### src/rtl/mult_hilo_sequencer.sv
// HI/LO owner for the MIPS EX stage: 32-iteration shift-add MULT/MULTU (plus MADD/MADDU
// when MULT_HILO_MADD_EN is defined) and single-cycle MFHI/MFLO reads.
module mult_hilo_sequencer #(
  parameter int unsigned ITER = 32
) (
  input  logic        clk,
  input  logic        rst_n,
  input  logic        req,
  input  logic [5:0]  op,
  input  logic [31:0] rs_val,
  input  logic [31:0] rt_val,
  input  logic        cancel,
  output logic        stall,
  output logic        busy,
  output logic        done,
  output logic [31:0] hi,
  output logic [31:0] lo,
  output logic [31:0] result,
  output logic        result_valid,
  output logic        illegal
);

  localparam logic [5:0] OP_MULT  = 6'b011000;
  localparam logic [5:0] OP_MULTU = 6'b011001;
  localparam logic [5:0] OP_MADD  = 6'b011100;
  localparam logic [5:0] OP_MADDU = 6'b011101;
  localparam logic [5:0] OP_MFHI  = 6'b010000;
  localparam logic [5:0] OP_MFLO  = 6'b010010;

  typedef enum logic [1:0] {S_IDLE, S_CALC, S_FINAL} state_t;

  state_t      r_state, w_next;
  logic [4:0]  r_cnt;
  logic [31:0] r_mcand, r_mplier, r_phi;
  logic        r_neg;
  logic [31:0] r_hi, r_lo, r_result;
  logic        r_done, r_rvalid, r_illegal;
`ifdef MULT_HILO_MADD_EN
  logic        r_madd;
`endif

  logic        w_accept, w_is_mul, w_is_read, w_signed;
  logic [31:0] w_rs_abs, w_rt_abs, w_addend;
  logic [32:0] w_sum;
  logic [63:0] w_prod, w_p, w_final;

  assign w_accept  = req && !busy && !cancel;
  assign w_is_read = (op == OP_MFHI) || (op == OP_MFLO);
`ifdef MULT_HILO_MADD_EN
  assign w_is_mul  = (op == OP_MULT) || (op == OP_MULTU) || (op == OP_MADD) || (op == OP_MADDU);
`else
  assign w_is_mul  = (op == OP_MULT) || (op == OP_MULTU);
`endif
  assign w_signed  = !op[0];
  assign w_rs_abs  = (w_signed && rs_val[31]) ? -rs_val : rs_val;
  assign w_rt_abs  = (w_signed && rt_val[31]) ? -rt_val : rt_val;

  // Carry out of the upper-half add shifts back in as the new product MSB.
  assign w_addend  = r_mplier[0] ? r_mcand : '0;
  assign w_sum     = {1'b0, r_phi} + {1'b0, w_addend};
  assign w_prod    = {r_phi, r_mplier};
  assign w_p       = r_neg ? -w_prod : w_prod;
`ifdef MULT_HILO_MADD_EN
  assign w_final   = r_madd ? ({r_hi, r_lo} + w_p) : w_p;
`else
  assign w_final   = w_p;
`endif

  always_ff @(posedge clk or negedge rst_n) begin
    if (!rst_n) r_state <= S_IDLE;
    else        r_state <= w_next;
  end

  always_comb begin
    w_next = r_state;
    case (r_state)
      S_IDLE:  if (w_accept && w_is_mul) w_next = S_CALC;
      S_CALC: begin
        if (cancel)                       w_next = S_IDLE;
        else if (r_cnt == 5'(ITER - 1))   w_next = S_FINAL;
      end
      S_FINAL: w_next = S_IDLE;
      default: w_next = S_IDLE;
    endcase
  end

  always_ff @(posedge clk or negedge rst_n) begin
    if (!rst_n) begin
      r_cnt     <= '0;
      r_mcand   <= '0;
      r_mplier  <= '0;
      r_phi     <= '0;
      r_neg     <= 1'b0;
      r_hi      <= '0;
      r_lo      <= '0;
      r_result  <= '0;
      r_done    <= 1'b0;
      r_rvalid  <= 1'b0;
      r_illegal <= 1'b0;
`ifdef MULT_HILO_MADD_EN
      r_madd    <= 1'b0;
`endif
    end else begin
      r_done    <= 1'b0;
      r_rvalid  <= 1'b0;
      r_illegal <= 1'b0;
      case (r_state)
        S_IDLE: begin
          if (w_accept) begin
            if (w_is_mul) begin
              r_mcand  <= w_rs_abs;
              r_mplier <= w_rt_abs;
              r_phi    <= '0;
              r_cnt    <= '0;
              r_neg    <= w_signed && (rs_val[31] ^ rt_val[31]);
`ifdef MULT_HILO_MADD_EN
              r_madd   <= op[2];
`endif
            end else if (w_is_read) begin
              r_result <= (op == OP_MFHI) ? r_hi : r_lo;
              r_rvalid <= 1'b1;
            end else begin
              r_illegal <= 1'b1;
            end
          end
        end
        S_CALC: begin
          if (!cancel) begin
            r_phi    <= w_sum[32:1];
            r_mplier <= {w_sum[0], r_mplier[31:1]};
            r_cnt    <= r_cnt + 5'd1;
          end
        end
        S_FINAL: begin
          if (!cancel) begin
            {r_hi, r_lo} <= w_final;
            r_done       <= 1'b1;
          end
        end
        default: ;
      endcase
    end
  end

  assign busy         = (r_state != S_IDLE);
  assign stall        = req && busy && !cancel;
  assign done         = r_done;
  assign hi           = r_hi;
  assign lo           = r_lo;
  assign result       = r_result;
  assign result_valid = r_rvalid;
  assign illegal      = r_illegal;

endmodule

### config.mk
export PLATFORM = sky130hd
export DESIGN_NAME = mult_hilo_sequencer
export DESIGN_NICKNAME = d
export VERILOG_FILES = /design/src/rtl/mult_hilo_sequencer.sv
export SDC_FILE = /design/constraint.sdc
export NUM_CORES = 1
export LEC_CHECK = 0
export ABC_AREA = 1
export CORE_MARGIN = 2
export CORE_UTILIZATION = 63
export CTS_BUF_LIST = sky130_fd_sc_hd__clkbuf_4 sky130_fd_sc_hd__clkbuf_8
export DETAILED_ROUTE_END_ITERATION = 10
export GPL_TIMING_DRIVEN = 0
export HOLD_SLACK_MARGIN = 0.15
export PLACE_DENSITY = 0.91
export SYNTH_ARGS = -nofsm -noshare
export SYNTH_HDL_FRONTEND = slang
export SYNTH_SLANG_ARGS = --single-unit
export TNS_END_PERCENT = 30
### constraint.sdc
create_clock -name clk -period 5.2 [get_ports clk]
set_input_delay 0.78 -clock clk [delete_from_list [all_inputs] [get_ports clk]]
set_output_delay 0.78 -clock clk [all_outputs]
set_load 0.05 [all_outputs]
* After elaboration in Yosys (flattened, before gate mapping) *
Index checks and enable logic that the tools add are counted.
W data, S select, Z words.

operators by class
  add/subtract/negate cells = 5
  equality and inequality tests = 12
  mux-type cells = 31
  bitwise logic cells = 3
  reduce and logical (&&, ||, !) cells = 21

operators with widths
  kind                   number
  $mux W32               10
  $pmux W32 S2           2
  $mux W64               1
  $neg A32 Y32           2
  $neg A64 Y64           1
  $add A32 B32 Y33       1
  $eq A6 B5 Y1 const B   4
  $mux W5                3
  $mux W1                10
  $pmux W5 S2            1
  $logic_and A1 B1 Y1    8
  $ne A2 B2 Y1 const B   4
  $reduce_and A4 Y1      2
  $mux W2                3
  $add A5 B1 Y5 const B  1
  $eq A5 B5 Y1 const B   1
  $pmux W2 S2            1
  $reduce_and A2 Y1      2
  $reduce_bool A2 Y1     2
  $logic_not A1 Y1       3
  $ne A3 B3 Y1 const B   1
  $reduce_and A3 Y1      1
  $eq A2 B1 Y1 const B   1
  $eq A2 B2 Y1 const B   1
  4 further kinds        6

word-level totals
  flip-flop bits (word level) = 203
  input bits = 74
  output and inout bits = 101
  logic and storage cells = 84

* Logic depth before layout (Yosys ltp) *
  word-level depth = 7
  depth in mapped cells = 18
  mapped depth without buffers = 16

* Worst setup path after synthesis *
OpenSTA, ideal clock, no wires.

  path type = register -> register
  from = register r_mplier[0]
  to = register r_phi[15]
  setup time = 0.122 ns
  arrival time = 2.287 ns
  data required time = 5.078 ns
  setup slack = 2.791 ns
  stages on the path, launching flop included = 18
  buffers on the path = 2
  period minus slack after synthesis = 2.409 ns
  cells stage by stage = dfrtp_1 > buf_2 > clkbuf_1 > nand2_1 > inv_1 > ha_1 > inv_1 > fa_1 > inv_1 > nand2_1 > o21ai_1 > nand2_1 > nand2_1 > nand3_1 > nand2_1 > nand2_1 > nand3_1 > o21ai_1

on the way
  cells in the longest elaborated chain, start to end = 4

RTL lines
  item                    line  text
  from (decl)             34    logic [31:0] r_mcand, r_mplier, r_phi;
  from (signal assigned)  112   r_mplier <= w_rt_abs;
  from (signal assigned)  130   r_mplier <= {w_sum[0], r_mplier[31:1]};
  $mux W32                59    assign w_addend = r_mplier[0] ? r_mcand : '0;
  $add A32 B32 Y33        60    assign w_sum = {1'b0, r_phi} + {1'b0, w_addend};
  $mux W32                128   if (!cancel) begin
  $pmux W32 S2            107   case (r_state)
  to (signal assigned)    129   r_phi <= w_sum[32:1];
  to (decl)               34

Every way passes these cells. The select of a mux whose other input is x is not followed.
A chain may end at the register's enable or synchronous reset.

* Final worst setup path *
  from = register r_mplier[0]
  to = register r_phi[31]

The elaborated chain is that of the path after synthesis.

==> results by group <==
Yosys
  • Syn Inst Count: ~2,300
  • Mux contribution to synthesized area: 0.000673
  • Synth warn: 0
  • Largest family of logic cells by synthesized area: simple AND/OR/NAND/NOR gates
  • Synth Area in Adders: 0.0325
  • Simple-gate share of the synthesized area: 0.382
  • Post-Syn Area: 0.0149 mm2
  • Area share of the largest cell type after synthesis: 0.341
  • Post-synth EDFFs: 0
  • Avg Inst Size Synth: 6.45 um2
  • Yosys top cell by area: dfrtp_1
  • Post-synthesis compound-gate area fraction: 0.122
  • XOR/XNOR share of the synthesized area: 0.0294
  • Synth Register Bits: between 200 and 250
  • Most used flip-flop cell after synthesis: dfrtp_1
  • Synthesized Nets: about 2,400
  • FFs w/ async S/R, synth: 1.00
  • Synth area leaders: dfrtp_1 34%, nand2_1 21%, inv_1 6.6%
  • Post-synthesis cell type count: 53
  • Sequential area share after synthesis: 0.341

Critical path
  • Critical Path Source Type: flip-flop
  • Worst setup path class: flip-flop to flip-flop
  • Setup crit end kind: flip-flop
  • CP arrival: 3.60 ns
  • CP max FO: 10
  • Critical path data required time: 5.67 ns
  • Worst Setup SP: r_mplier[0]
  • Reg2Reg Depth: 18
  • Reg2reg end: r_phi[31]
  • R2r setup slk: 2.07 ns
  • CP Capture Point: r_phi[31]
  • RR Startpoint: r_mplier[0]

STA
  • Tcrit/Tclk final: 0.602
  • Worst clock skew: about 0.032 ns
  • Setup TNS Final: 0 ns
  • Max-slew violation count: 0
  • Final setup viols: 0
  • Setup WS post-layout: 2.07 ns
  • RSZ-0062 raised after global routing: false
  • Max-slew headroom at the worst pin: 0.429
  • Final Hold Fails: 0
  • Worst-Margin Slew: between 0.8 and 0.9 ns
  • Max Clock Freq: 0.319 GHz
  • Final Critical Period: roughly 3.1 ns

Worst hold path
  • Type of the worst min-delay path: input port to asynchronous set/reset pin

Finish
  • Inserted Diodes: 0
  • Fillers: approximately 1,900
  • Design area: 0.0178 mm2
  • Final Net Count: between 2,000 and 3,000
  • Final core utilization: 0.761
  • Synth-to-layout area growth: 19.3%
  • Multi-input logic area: 0.00842 mm2
  • Share of cells above drive strength 1: 0.0625
  • Storage cell area: between 0.005 and 0.006 mm2

Die
  • Die X-Extent: ~160 um
  • Row cnt: 56
  • Ports: roughly 180
  • Starting density of the core: 0.638
  • Die Ht: between 150 and 200 um
  • Core Area: approximately 0.023 mm2
  • Die area: 0.0249 mm2

Routing
  • Total number of vias: 16,600
  • WL per Instance: around 18 um
  • 1st-pass router iterations: 6
  • Antenna Nets Post-Route: 0
  • Post-route DRC violation count: 0
  • 1st-iter DRT viols: 2,026
  • Vias per inst: 5.80
  • Total Routed Length: 51,600 um

Place
  • GPL Wtd Cong: between 1 and 1.5
  • Port-buffer cells: 173
  • Placement Cell Area: between 0.015 and 0.02 mm2
  • Hpwl dp: approximately 40,000 um
  • Worst slack at placement: approximately 2.1 ns

Clocking
  • Num CTS Buffers: 34
  • Post-CTS setup buffers: 0
  • Root buffer cell: clkbuf_8
  • Clk_lat worst skew: 0.55 ns
  • CTS Buffer Depth: 3
  • Htree depth: 2
  • Cts hold-fix bufs: 0
  • CTS tree: built
  • Worst-path clk slew: 0.06 ns
  • Clk sinks: about 200
  • Cts repair resizes: 0

Run
  • Max-Cap Viols: 0

GRT
  • Initial antenna violation count: 1
  • Met3 Track Usage GR: 0.119
  • First-pass GRT wire length: 80,800 um
  • GRT overflow: 0
  • Total Routing Usage GR: 0.420
  • Pin count of the biggest net entering global routing: roughly 110
  • Layer with the highest usage: met2
  • GRT met2 Usage: 0.649
  • Number of global-route vias before repair: between 15,000 and 20,000
  • M1 GR Usage: 0.530

Pwr
  • PwrDens: approximately 310 mW/mm2
  • P_leak: 9.24 nW
  • Maximum vdd drop: between 0.0002 and 0.00025 V
  • Tot Pwr: approximately 0.0055 W

Run status
  • Run status: complete, no violations
cell families (layout without fill, tap and decap cells):
kind of cell,after synthesis,after routing
simple gates,1355,1355
xor+xnor,50,50
mux,1,1
compound gates,315,315
flops,203,203
buf+inv,346,580
fa+ha+maj,38,38
registers in the layout, indices dropped and copies added (netlist names), 2 cells and up:
register / cells
r_phi: 32
r_cnt: 5
hi: 32
r_mcand: 32
result: 32
r_mplier: 32
lo: 32
r_state: 2
routing by layer:
metal	share of wire	routed length (um)
met1	0.38	19800
met3	0.12	6330
met2	0.44	22500
met5	0	0
met4	0.057	2940
critical path, cell delays in order (launching register included):
cell and delay [ns]:
dfrtp_1 0.31, buf_2 0.31, clkbuf_1 0.35, nand2_1 0.10
inv_1 0.08, ha_1 0.19, inv_1 0.07, fa_1 0.35
inv_1 0.16, nand2_1 0.08, o21ai_1 0.35, nand2_1 0.09
nand2_1 0.16, nand3_1 0.12, nand2_1 0.10, nand2_1 0.06
nand2_1 0.06, nand2_1 0.05, nand2_1 0.06
cell type report:
class,instances,share of cell area
plain buffers,70,0.0190
clock buffers,51,0.0353
clock inverters,9,0.00472
inverters,276,0.0585
multi-input cells,1759,0.474
flip-flops and latches,203,0.286
well taps,319,0.0225
repair buffers,174,0.0994
how the worst min path moves through the flow:
stage                            from           to  cells past startpoint
after floorplan           r_mcand[26]  r_mcand[26]                      2
after global placement    r_mcand[20]  r_mcand[20]                      2
after detailed placement  r_mcand[30]  r_mcand[30]                      2
after CTS                       rst_n       lo[17]                      1
after global routing            rst_n    result[2]                      1
final                           rst_n    result[2]                      1
cells in the final DEF (no fill, tap or decap), drive strengths merged, types with 42 or more instances in the layout:
| cell | synthesis | layout |
|---|---|---|
| clkdlybuf4s50 | 0 | 172 |
| dfrtp | 203 | 203 |
| buf | 41 | 43 |
| inv | 275 | 276 |
| a21oi | 105 | 105 |
| clkbuf | 29 | 80 |
| nor2 | 264 | 264 |
| o21ai | 139 | 139 |
| nand2 | 849 | 849 |
| nand3 | 171 | 171 |
| xor2 | 42 | 42 |
Yosys cell counts (5+ instances only):
cell	n
buf_2	30
nand3b_1	12
o211ai_1	15
buf_4	5
dfrtp_1	203
a2bb2oi_1	32
ha_1	37
o31ai_1	5
nand3_2	5
nand2_1	835
a21oi_1	105
nor2_1	247
nand3_1	165
nand4_1	24
inv_2	13
inv_1	261
xnor2_1	8
nor3_1	19
clkbuf_1	29
nor2_4	5
o21ai_1	26
o21bai_1	7
xor2_1	42
nand2_2	10
nor2_2	11
o21ai_0	110
metrics by stage:
step                hold WS [ns]  cells
global route               0.318   2861
detailed placement         0.470   2801
global placement           0.464   2800
CTS                        0.276   2861
finish                     0.247   2861
floorplan                  0.449   2308
report_power, final:
part / leakage [nW] / internal [W] / switching (W)
Combinational: 6.27 / 0.000630 / 0.00129
Clock: 0.367 / 0.000827 / 0.000675
Sequential: 2.60 / 0.00178 / 0.000257
Total: 9.24 / 0.00324 / 0.00222
Power figures use the tool's default switching activity.
